### config.mk
export PLATFORM = sky130hd
export DESIGN_NAME = hub75_blanking
export DESIGN_NICKNAME = d
export VERILOG_FILES = /design/src/rtl/hub75_blanking.sv
export SDC_FILE = /design/constraint.sdc
export NUM_CORES = 1
export LEC_CHECK = 0
export ABC_AREA = 1
export BUFFER_PORTS_ARGS = -buffer_cell sky130_fd_sc_hd__buf_2
export CAP_MARGIN = 20
export CORE_MARGIN = 1
export CORE_UTILIZATION = 30
export CTS_CLUSTER_SIZE = 16
export DETAILED_ROUTE_END_ITERATION = 10
export PLACE_DENSITY_LB_ADDON = 0.2
export SYNTH_ARGS = -nofsm -noshare
export SYNTH_HDL_FRONTEND = slang
export SYNTH_SLANG_ARGS = --single-unit
export TNS_END_PERCENT = 10
### constraint.sdc
create_clock -name clk -period 10.9 [get_ports clk]
set_input_delay 0.545 -clock clk [delete_from_list [all_inputs] [get_ports clk]]
set_output_delay 0.545 -clock clk [all_outputs]
set_load 0.05 [all_outputs]
### src/rtl/hub75_blanking.sv
// HUB75 blanking engine: after each accepted request, drives a blanked guard,
// an on-window weighted by bit-plane, then a second blanked guard.
module hub75_blanking #(
   parameter int N_PLANES = 8
) (
   input  logic                clk,
   input  logic                rst_n,
   output logic                phy_blank,
   input  logic [N_PLANES-1:0] ctrl_plane,
   input  logic                ctrl_go,
   output logic                ctrl_rdy,
   input  logic [7:0]          cfg_bit_len,
   input  logic [7:0]          cfg_guard_len
);

   localparam int CW = 8 + N_PLANES;

   typedef enum logic [1:0] {
      ST_IDLE,
      ST_PRE,
      ST_ON,
      ST_POST
   } stateT;

   stateT               state_q, state_d;
   logic [CW-1:0]       cnt_q, cnt_d;
   logic [N_PLANES-1:0] plane_q, plane_d;
   logic [7:0]          bitLen_q, bitLen_d;
   logic [7:0]          guardLen_q, guardLen_d;
   logic                phyBlank_q;
   logic [CW-1:0]       onLen;

   // A mask read as an integer is the sum of its plane weights, so one product covers multi-bit masks
   assign onLen = CW'(bitLen_q) * CW'(plane_q);

   always_ff @(posedge clk or negedge rst_n) begin
      if (!rst_n) begin
         state_q    <= ST_IDLE;
         cnt_q      <= '0;
         plane_q    <= '0;
         bitLen_q   <= '0;
         guardLen_q <= '0;
         phyBlank_q <= 1'b1;
      end else begin
         state_q    <= state_d;
         cnt_q      <= cnt_d;
         plane_q    <= plane_d;
         bitLen_q   <= bitLen_d;
         guardLen_q <= guardLen_d;
         phyBlank_q <= (state_d != ST_ON);
      end
   end

   // The counter is reloaded with (length-1) on each state entry and the state exits when it reaches zero
   always_comb begin
      state_d    = state_q;
      cnt_d      = cnt_q;
      plane_d    = plane_q;
      bitLen_d   = bitLen_q;
      guardLen_d = guardLen_q;
      unique case (state_q)
         ST_IDLE: begin
            if (ctrl_go) begin
               plane_d    = ctrl_plane;
               bitLen_d   = cfg_bit_len;
               guardLen_d = cfg_guard_len;
               cnt_d      = CW'(cfg_guard_len);
               state_d    = ST_PRE;
            end
         end
         ST_PRE: begin
            if (cnt_q == '0) begin
               if (onLen != '0) begin
                  cnt_d   = onLen - CW'(1);
                  state_d = ST_ON;
               end else begin
                  cnt_d   = CW'(guardLen_q);
                  state_d = ST_POST;
               end
            end else begin
               cnt_d = cnt_q - CW'(1);
            end
         end
         ST_ON: begin
            if (cnt_q == '0) begin
               cnt_d   = CW'(guardLen_q);
               state_d = ST_POST;
            end else begin
               cnt_d = cnt_q - CW'(1);
            end
         end
         ST_POST: begin
            if (cnt_q == '0) begin
               cnt_d   = '0;
               state_d = ST_IDLE;
            end else begin
               cnt_d = cnt_q - CW'(1);
            end
         end
         default: begin
            cnt_d   = '0;
            state_d = ST_IDLE;
         end
      endcase
   end

   assign phy_blank = phyBlank_q;
   assign ctrl_rdy  = (state_q == ST_IDLE);

endmodule

* Word level (Yosys, flattened, before mapping)
Cells that the tools add are included.
** Word-level totals
- Register bits :: 43
- Bits of input ports :: 27
- Logic and storage cells :: 30
** Operators by class
- Add/sub/neg operators :: 2
- Multipliers :: 1
- Equal/unequal tests :: 5
- Muxes and demuxes :: 12
- Reduce and logical (&&, ||, !) cells :: 4
** Operator list (number)
- 16-bit two-way mux :: 5
- 16-bit case mux with 4 select lines :: 1
- 16-bit by 1-bit subtractor with 16-bit output, second input constant :: 2
- 16-bit logical NOT :: 1
- 8-bit by 8-bit multiplier with 16-bit output :: 1
- 16-bit nonzero test :: 1
- 2-bit two-way mux :: 4
- 2-bit case mux with 4 select lines :: 1
- 2-bit equality test, second input constant :: 2
- 2-bit != test, second input constant :: 2
- 2-bit by 1-bit equality test with 1-bit output, second input constant :: 1
- 2-bit logical NOT :: 1
- 2-bit AND reduction :: 1
- 1-bit two-way mux :: 1

* Longest topological paths before layout
- Word-level depth :: 6
- Depth in mapped cells :: 29
- Depth with buffers taken out :: 27

* Least setup slack after synthesis
OpenSTA, ideal clock, no wires.
- Path kind :: reg-to-reg
- Start point :: reg bitLen_q[6]
- End point :: reg cnt_q[3]
- Arrival :: 4.260 ns
- Data required time :: 10.783 ns
- Path slack :: 6.523 ns
- Cell stages (with the launch flop) :: 28
- Path buffers :: 2
- Period minus slack after synthesis :: 4.377 ns
- Cells stage by stage :: dfrtp_1 > clkbuf_1 > nand2_1 > inv_1 > fa_1 > inv_1 > fa_1 > fa_1 > fa_1 > inv_1 > ha_1 > nand2_1 > nand2_1 > a21oi_2 > nand2_1 > nand2_1 > nand2_2 > inv_4 > nand2_2 > nor2_4 > nand3_2 > buf_6 > nand2_2 > nand3_2 > nand2_1 > nand2_1 > nand2_1 > nand2_1
** Between the ends
- Cells in the longest elaborated chain, start to end :: 5
** Ends and longest elaborated chain
- start, declared :: RTL line 28 : logic [7:0] bitLen_q, bitLen_d;
- start signal, assigned :: RTL line 48 : bitLen_q <= bitLen_d;
- 8-bit by 8-bit multiplier with 16-bit output :: RTL line 34 : assign onLen = CW'(bitLen_q) * CW'(plane_q);
- 16-bit nonzero test :: RTL line 73 : if (onLen != '0) begin
- 16-bit two-way mux :: RTL line 73
- 16-bit two-way mux :: RTL line 72 : if (cnt_q == '0) begin
- 16-bit case mux with 4 select lines :: RTL line 61 : unique case (state_q)
- end signal, assigned :: RTL line 46 : cnt_q <= cnt_d;
- end, declared :: RTL line 26 : logic [CW-1:0] cnt_q, cnt_d;
Every way passes these cells.
A chain may end at the register's enable or synchronous reset.

* Final worst setup path
- Start point :: reg bitLen_q[6]
- End point :: reg cnt_q[10]
** Between the ends
- Cells in the longest elaborated chain, start to end :: 5
** Ends and longest elaborated chain (RTL line)
- 8-bit by 8-bit multiplier with 16-bit output (*) :: 34
- 16-bit by 1-bit subtractor with 16-bit output / 16-bit nonzero test (equally long branches) :: 74, 73
- 16-bit two-way mux (*) :: 73
- 16-bit two-way mux (*) :: 72
- 16-bit case mux with 4 select lines (*) :: 61
Mark *: on every way between the ends. The rest lies on a longest branch, timed or not.

==> impl_results.md <==
* Tot Pwr at 0.463 mW
* Endpoint class of the critical path: flip-flop
* Synthesized net count at 892
* HP Class: in2async
* Status: finished clean
* Die W at 135 µm
* Pwr dens at 80.1 mW/mm²
* First-pass GRT wire length at 22.1 mm
* Synth area leaders: dfrtp_1 (20%), nand2_1 (18%), fa_1 (14%)
* R2r worst-path depth at 23
* PortBufs at 28
* Final Skew at 8.98 ps
* CTS clock-pin slew for the worst setup and hold paths at 70 ps
* Die Area at 0.0182 mm²
* Tmin final at 4840 ps
* # fillers at 1901
* Synth Flop Type: dfrtp_1
* Core area at 0.0173 mm²
* Adder-Cell Fraction of Synth Area at 0.226
* Final GP Congestion at 0.810
* Total global-route track usage at 0.152
* Layout area overhead at 9.12%
* Initial antenna violation count at 0
* Cts repair resizes at 0
* VDD IR max at 0.0521 mV
* First drt pass iteration count at 4
* Post-Synth Simple-Gate Area at 0.339
* Via density per instance at 4.45
* Fin Hold WS at 318 ps
* Final-report hold violation count at 0
* Starting Density at 0.306
* Yosys warning count at 0
* Post-Syn Area at 0.00530 mm²
* Detailed placement HPWL at 10.5 mm
* Area share of the largest cell type after synthesis at 0.198
* Largest family of logic cells by synthesized area: simple AND/OR/NAND/NOR gates
* Die H at 135 µm
* Post-synthesis cell count at 791
* CTS tree: built
* H-tree depth at 2
* Worst Path Arrival at 5000 ps
* Leakage power at 3.24 nW
* Post-synthesis sequential area ratio at 0.203
* Top-count cell post-synth: nand2_1
* Register area at 0.00108 mm²
* # hold bufs at CTS at 0
* CTS Buf Count at 5
* Total wire length at 13.0 mm
* Post-route DRC at 0
* Largest net degree at the start of global routing at 44
* RSZ-0062 raised after global routing: false
* Mux cell area share after synthesis at 0
* Cell taking the most area after synthesis: dfrtp_1
* CTS root buf: clkbuf_16
* Startpoint type of the worst setup path: flip-flop
* IO Count at 29
* MaxCap Viol Count at 0
* Worst-margin pin slew at 763 ps
* Ys async rst share at 1.00
* Critical path class: reg2reg
* Final number of max-transition violations at 0
* Routed via count at 4584
* Yosys cell types at 40
* Setup TNS at 0 ps
* Clock latency on the worst-skew pair at 300 ps
* Multi-input logic area at 0.00350 mm²
* Top fanout value on the critical path at 11
* Post-CTS setup buffers at 0
* Wire length per cell at 12.6 µm
* Vias in the first global route at 4676
* XOR/XNOR share of the synthesized area at 0.0347
* F_max at 207 MHz
* Clock tree buffer depth at 2
* Nets@finish at 906
* DR iter-0 viols at 195
* Commonest cells post-synth: nand2_1 (260), inv_1 (156), nand3_1 (48), nor2_1 (46), dfrtp_1 (42)
* Setup-failing EPs final at 0
* Clock sink count at 43
* Final antenna-violating net count at 0
* Overflow after GRT at 0
* N_diodes at 0
* Relative slew slack at 0.491
* Compound-cell area share of the yosys netlist at 0.0602
* Share of layout cells above drive strength 1 at 0.0993
* Synth Register Bits at 43
* Post-synth EDFFs at 0
* Fin crit share at 0.444
* Mean post-synth cell area at 6.70 µm²
* Core Rows at 48
* Worst EP required at 11070 ps
-- worst max-delay path: stages (launching register included) --
cell,delay [ps]
dfrtp_1,490
nand2_1,110
inv_1,60
fa_1,520
inv_1,50
fa_1,550
fa_1,420
fa_1,490
inv_1,40
ha_1,350
nand2_2,130
inv_1,40
nand2_1,70
nand2_1,80
nand2_1,80
nand3_1,70
nand2_1,60
nand2_1,120
nor2_4,200
nand3_2,240
inv_2,240
o21ai_0,130
nand3_1,80
o21ai_0,90
-- per-layer routing --
| layer | wire length (µm) | vias up | GRT usage |
|---|---|---|---|
| met2 | 6470 | 47 | 0.276 |
| met5 | 0 | - | 0 |
| met3 | 260 | 16 | 0.0229 |
| li1 | - | 2426 | - |
| met4 | 167 | 0 | 0.0337 |
| met1 | 6080 | 2095 | 0.188 |
-- cell usage in the layout, fill, tap and decap left out, types with 2 or more instances in the layout --
cell type  instances
nor2_1            45
nand3b_1           2
a21oi_2            3
nor2_2             7
nand2_2           11
nand3_1           48
o21ai_1            8
xor2_1            18
nand2_1          260
buf_2             28
fa_1              36
nor4_1             2
o211ai_1           6
dfrtp_1           42
inv_2              6
clkbuf_16          5
ha_1              38
o21ai_0           24
nor2_4             2
a21oi_1            9
buf_4              3
nand4_1           13
nand3_2            7
xnor2_1            3
nor3_1             6
inv_1            156
-- sequential cells by signal (all words and copies together) (netlist names) --
name / flops
guardLen_q: 8
cnt_q: 16
plane_q: 8
state_q: 2
phy_blank: 1
bitLen_q: 8
-- through the flow --
step	util	instances	setup WS, ps	area [µm²]
floorplan	-	791	6520	5300
global placement	0.326	1023	6050	5640
detailed placement	0.326	1023	6000	5640
CTS	0.334	1031	6000	5780
global route	0.334	1031	5620	5780
finish	0.334	1031	6060	5780
-- worst paths after layout --
kind	endpoint	start	slack [ps]
max	cnt_q[10]	bitLen_q[6]	6060
min	cnt_q[14]	rst_n	320
max reg2reg	cnt_q[10]	bitLen_q[6]	6060
min reg2reg	guardLen_q[7]	guardLen_q[7]	490
max in group asynchronous	bitLen_q[7]	rst_n	10150
min in group clk	plane_q[1]	ctrl_plane[1]	450
-- final cells by class --
| cell class | instances | share of cell area |
|---|---|---|
| Sequential cell | 43 | 0.186 |
| Timing Repair Buffer | 31 | 0.0281 |
| Inverter | 164 | 0.107 |
| Multi-Input combinational cell | 560 | 0.605 |
| Tap cell | 225 | 0.0487 |
| Clock inverter | 2 | 0.00216 |
| Clock buffer | 6 | 0.0223 |
-- report_power, final --
part           switching [mW]  internal, mW
clock                  0.0691        0.0848
combinational          0.0860        0.0489
sequential            0.00989         0.164
-- cell families (layout without fill, tap and decap cells) --
logic type,Yosys count,in the layout
compound gates,56,56
simple gates,409,409
buf+inv,188,203
xor+xnor,21,21
fa+ha+maj,74,74
flops,43,43
Power figures use the tool's default switching activity.
